File: src/rtl/denise_sprite_channel.sv
// denise_sprite_channel: one sprite channel -- POS/CTL/DATA/DATB registers, arm on DATA, 16-pixel serialiser fired at HSTART
module denise_sprite_channel #(
  parameter logic [8:0] BASE = 9'h140
) (
  input  logic        clk,
  input  logic        reset,
  input  logic        clk7_en,
  input  logic [7:0]  reg_address_in,
  input  logic [15:0] data_in,
  input  logic [8:0]  hpos,
  output logic [1:0]  sprdata,
  output logic        nsprite,
  output logic        attach,
  output logic        active
);
  localparam logic [8:0] CTL_A  = BASE + 9'd2;
  localparam logic [8:0] DATA_A = BASE + 9'd4;
  localparam logic [8:0] DATB_A = BASE + 9'd6;
  logic [8:0]  hstart_q;
  logic [15:0] data_q, datb_q, sha_q, shb_q;
  logic [3:0]  cnt_q;
  logic        attach_q, armed_q, active_q;
  logic        pos_wr, ctl_wr, data_wr, datb_wr, match;
  assign pos_wr  = clk7_en && reg_address_in == BASE[8:1];
  assign ctl_wr  = clk7_en && reg_address_in == CTL_A[8:1];
  assign data_wr = clk7_en && reg_address_in == DATA_A[8:1];
  assign datb_wr = clk7_en && reg_address_in == DATB_A[8:1];
  // A CTL write in the match cycle disarms before the load can happen
  assign match   = clk7_en && armed_q && hpos == hstart_q && !ctl_wr;
  always_ff @(posedge clk) begin
    if (reset) begin
      hstart_q <= '0;
      attach_q <= 1'b0;
      data_q   <= '0;
      datb_q   <= '0;
      sha_q    <= '0;
      shb_q    <= '0;
      armed_q  <= 1'b0;
      cnt_q    <= '0;
      active_q <= 1'b0;
    end else if (clk7_en) begin
      if (pos_wr) hstart_q[8:1] <= data_in[7:0];
      if (ctl_wr) begin
        hstart_q[0] <= data_in[0];
        attach_q    <= data_in[7];
        armed_q     <= 1'b0;
      end
      if (data_wr) begin
        data_q  <= data_in;
        armed_q <= 1'b1;
      end
      if (datb_wr) datb_q <= data_in;
      if (match) begin
        sha_q    <= data_q;
        shb_q    <= datb_q;
        cnt_q    <= 4'd15;
        active_q <= 1'b1;
      end else if (active_q) begin
        sha_q    <= {sha_q[14:0], 1'b0};
        shb_q    <= {shb_q[14:0], 1'b0};
        cnt_q    <= cnt_q - 4'd1;
        active_q <= cnt_q != 4'd0;
      end
    end
  end
  assign sprdata = {shb_q[15], sha_q[15]};
  assign nsprite = |sprdata;
  assign attach  = attach_q;
  assign active  = active_q;
endmodule

File: config.mk
export PLATFORM = sky130hd
export DESIGN_NAME = denise_sprite_channel
export DESIGN_NICKNAME = d
export VERILOG_FILES = /design/src/rtl/denise_sprite_channel.sv
export SDC_FILE = /design/constraint.sdc
export NUM_CORES = 1
export LEC_CHECK = 0
export CAP_MARGIN = 20
export CORE_MARGIN = 3
export CORE_UTILIZATION = 60
export CTS_CLUSTER_DIAMETER = 100
export DETAILED_ROUTE_END_ITERATION = 16
export GPL_TIMING_DRIVEN = 1
export PLACE_DENSITY = 0.84
export SYNTH_ARGS = -nofsm -noshare
export SYNTH_HDL_FRONTEND = slang
export SYNTH_SLANG_ARGS = --single-unit
File: constraint.sdc
create_clock -name clk -period 6.12 [get_ports clk]
set_input_delay 1.53 -clock clk [delete_from_list [all_inputs] [get_ports clk]]
set_output_delay 1.53 -clock clk [all_outputs]
set_load 0.01 [all_outputs]
==> impl_summary.txt <==
----------------------------------------------------
[Die]
  Area of the placeable core ... 0.005709 sq mm
  Starting Density ... 64.39%
  Boundary Pins ... between 40 and 50
  Overall die area ... 0.007102 sq mm
  DIE HEIGHT ... 84.28 um
  Die W ... 84.28 um
  Core Rows ... 27

[GRT]
  Via count of the first global-routing pass ... 2570
  Number of antenna violations at the first check in global routing ... 0
  GRT met2 Usage ... 34.07%
  Global-route wire length before repair ... 12.31 mm
  Met1 Use GR ... between 20% and 30%
  Aggregate global routing overflow ... 0
  Global router's overall resource usage ... 21.43%
  Peak-usage layer in the global routing report ... met2
  Largest net degree at the start of global routing ... 67
  Met3 demand-to-capacity share in global routing ... 3.533%

[Yosys]
  Post-Synthesis Mean Instance Area ... 8.922 sq um
  Syn Nets ... around 450
  Flops & latches, synth ... 80
  Unique masters post-synth ... 33
  Area share of the largest cell type after synthesis ... 43.57%
  Sequential-to-total area share from yosys stat ... 43.57%
  Cell type with the largest total area after synthesis ... dfxtp_1
  Yosys warning total ... 0
  Post-synthesis cell count ... 412
  Total standard cell area after synthesis ... ~0.0037 sq mm
  Main area contributors after synthesis ... dfxtp_1 44%, mux2_2 8.6%, mux2i_1 7.6%

[Power and ir drop]
  Final Total Pwr ... approximately 980 uW
  Int Pwr ... 772.3 uW
  Switching component of the power ... 206.7 uW
  Combinational Power Share ... between 5 and 6%
  Clock share of power ... 41.6%
  Max IR drop VDD ... 0.1866 mV
  Seq pwr share ... 53.2%
  Static leakage power ... approximately 1.6 nW
  Net switching share of the total power ... 21.12%
  Total power divided by cell area ... ~230 mW/mm^2

[Timing]
  Total negative slack ... 0 ns
  Slew at the pin closest to its max-slew limit ... approximately 1.0 ns
  Setup violation total in the final timing report ... 0
  Top achievable clock speed ... between 200 and 300 MHz
  Clock Skews ... 0.01147 ns
  Min Clock Period, post-route ... roughly 3.5 ns
  Worst Hold Slack ... 0.4478 ns
  Setup repair after global routing missed its margin ... no
  Final clock period utilization by the worst path ... between 50% and 60%
  Count of pins over their slew limit ... 0
  Remaining max-slew budget at the tightest pin ... around 30%
  Number of hold violations in the final report ... 0

[Clock tree]
  TritonCTS clock tree ... yes
  Clock slew at reported path FFs ... 0.08 ns
  Clock H-tree levels ... 3
  Root Buffer ... clkbuf_8
  CTS Hold Buffers Added ... 0
  Post-cts sizing count ... 0
  Count of buffers added by post-CTS timing repair for setup ... 0
  Buffers from clock root to sink, at most ... 2
  Number of clock sinks ... 80
  Number of CTS-inserted buffers ... 9
  Clock network latency to the later pin of the worst-skew pair ... 0.35 ns

[Drt]
  Final routed wire length divided by cell count ... about 14 um
  Total DRC errors in the routed layout ... 0
  Remaining antenna violation count after routing ... 0
  Routed WL ... 7.425 mm
  Count of vias placed by the detailed router ... 2830
  Number of iterations in the first detailed-routing pass ... 4
  Number of DRC markers after the initial detailed-route iteration ... 260
  Vias/cell ... 5.517

[Job]
  Max-cap violation count ... 0

[Setup path]
  Arrival time worst endpoint ... 3.71 ns
  Maximum net fanout on the critical path ... 17
  Type of element capturing the critical path ... flip-flop
  Critical path startpoint category ... primary input
  Launch instance of the worst register-to-register path ... active
  Flop-to-flop setup slack ... 4.23 ns
  Length in cells of the worst reg-to-reg path ... 6
  Worst setup path category ... primary input to flip-flop
  RR Endpoint ... shb_q[15]
  Required time at the endpoint of the critical path ... ~6.3 ns

[Final layout]
  Number of diodes ... 0
  Nets@finish ... between 400 and 500
  Final instance count without filler cells ... 513
  Total area of sequential cells ... 0.001602 sq mm
  Multi-input combinational cell area ... 0.001904 sq mm
  Top library cells by usage in the layout, fill and taps aside ... 80 x dfxtp_1, 65 x nand2_1, 47 x a21oi_1, 39 x clkdlybuf4s50_1, 32 x nand3_1
  Total of fill cells in the finished design ... 424
  Post-Route Utilization ... 74.82%
  Commonest non-fill, non-tap cell in the layout ... dfxtp_1
  Area growth from synthesis to layout ... 16.20%
  Share of final-layout standard cells stronger than drive strength 1 ... 13.83%

[Worst hold path]
  Hold depth ... 2
  Class of the worst hold path ... flip-flop to flip-flop
  Hold worst-path end ... data_q[3]
  Startpoint of the most critical hold path ... data_q[3]

[Placed design]
  Dpl hpwl ... 4.988 mm
  Cell total after placement ... 496
  Port Buffer Count ... 40
  Placer's final routability congestion estimate ... 0.8132

[Status]
  Result of the run ... complete, no violations

----------------------------------------------------
[cell type report]
| type | count | area share [%] |
|---|---|---|
| Multi-Input combinational cell | 296 | 44.58 |
| Clock inverter | 6 | 1.992 |
| Clock buffer | 9 | 2.900 |
| Timing Repair Buffer | 47 | 10.66 |
| Inverter | 3 | 0.2636 |
| Sequential cell | 80 | 37.49 |
| Tap cell | 72 | 2.109 |
[per-layer routing]
layer / up-vias / routed length (um)
li1: 1439 / -
met3: 9 / 340
met4: 0 / 103
met1: 1317 / 3437
met5: - / 0
met2: 65 / 3543
[worst max-delay path, stage by stage]
cell	delay, ns
clkdlybuf4s50_1	0.47
nor4bb_1	0.55
nand4_1	0.79
nand2_1	0.28
a21oi_1	0.08
[power groups by stage]
stage / combinational [mW] / clock, mW / sequential (mW)
2_1_floorplan: 0.0207 / 0 / 0.533
3_3_place_gp: 0.0505 / 0 / 0.533
3_5_place_dp: 0.0508 / 0 / 0.533
4_1_cts: 0.0511 / 0.413 / 0.520
5_1_grt: 0.0550 / 0.439 / 0.521
6_report: 0.0514 / 0.407 / 0.521
[sequential cells by signal, indices dropped and copies added, names as in the netlist]
register  cells
active        1
armed_q       1
attach        1
cnt_q         4
data_q       16
datb_q       16
hstart_q      9
sha_q        16
shb_q        16
[Yosys cell counts]
| master | count |
|---|---|
| clkbuf_1 | 22 |
| mux2i_1 | 28 |
| o21ai_0 | 1 |
| nand2_1 | 65 |
| nand4_1 | 4 |
| dfxtp_1 | 80 |
| nand4bb_1 | 1 |
| xor2_1 | 1 |
| nor3b_4 | 1 |
| nor4b_1 | 1 |
| nor2b_1 | 30 |
| buf_2 | 3 |
| xnor2_1 | 11 |
| nand3b_1 | 2 |
| ha_1 | 1 |
| nor2_1 | 26 |
| mux2_2 | 28 |
| nor4bb_1 | 1 |
| nand3_1 | 32 |
| or2_2 | 1 |
| and4_1 | 1 |
| buf_4 | 2 |
| nor4b_4 | 1 |
| inv_1 | 3 |
| nor4_4 | 1 |
| nand2b_1 | 3 |
| mux2_1 | 2 |
| o21ba_2 | 5 |
| buf_6 | 4 |
| nor4_1 | 1 |
| buf_1 | 2 |
| o31a_1 | 1 |
| a21oi_1 | 47 |
[per-stage QoR]
step / instance area [sq um] / setup slack [ns]
6_report: 4272 / 2.601
5_1_grt: 4272 / 2.384
4_1_cts: 4249 / 2.474
3_5_place_dp: 4040 / 2.114
3_3_place_gp: 4040 / 2.143
2_1_floorplan: 3676 / 2.958
[cells by family (layout without fill, tap and decap cells)]
group	Yosys count	after routing	synth area share [%]
multiplexers	58	58	16.81
AND/OR/NAND/NOR	171	171	23.49
adder cells (fa/ha/maj)	1	1	0.3403
flip-flops	80	80	43.57
XOR/XNOR	12	12	2.859
AO/OA/AOI/OAI	54	54	8.135
buffers and inverters	36	65	4.799
[worst max path at each step]
stage                 startpoint  cells past startpoint         end  slack, ns
6_report       reg_address_in[7]                      5  data_q[13]       2.60
3_3_place_gp             clk7_en                      6    cnt_q[3]       2.14
3_5_place_dp             clk7_en                      6    cnt_q[3]       2.11
4_1_cts                  clk7_en                      6    cnt_q[3]       2.47
2_1_floorplan            clk7_en                      6   sha_q[10]       2.96
5_1_grt        reg_address_in[7]                      5  data_q[15]       2.38
No activity file was read; power rests on OpenSTA's default activity.
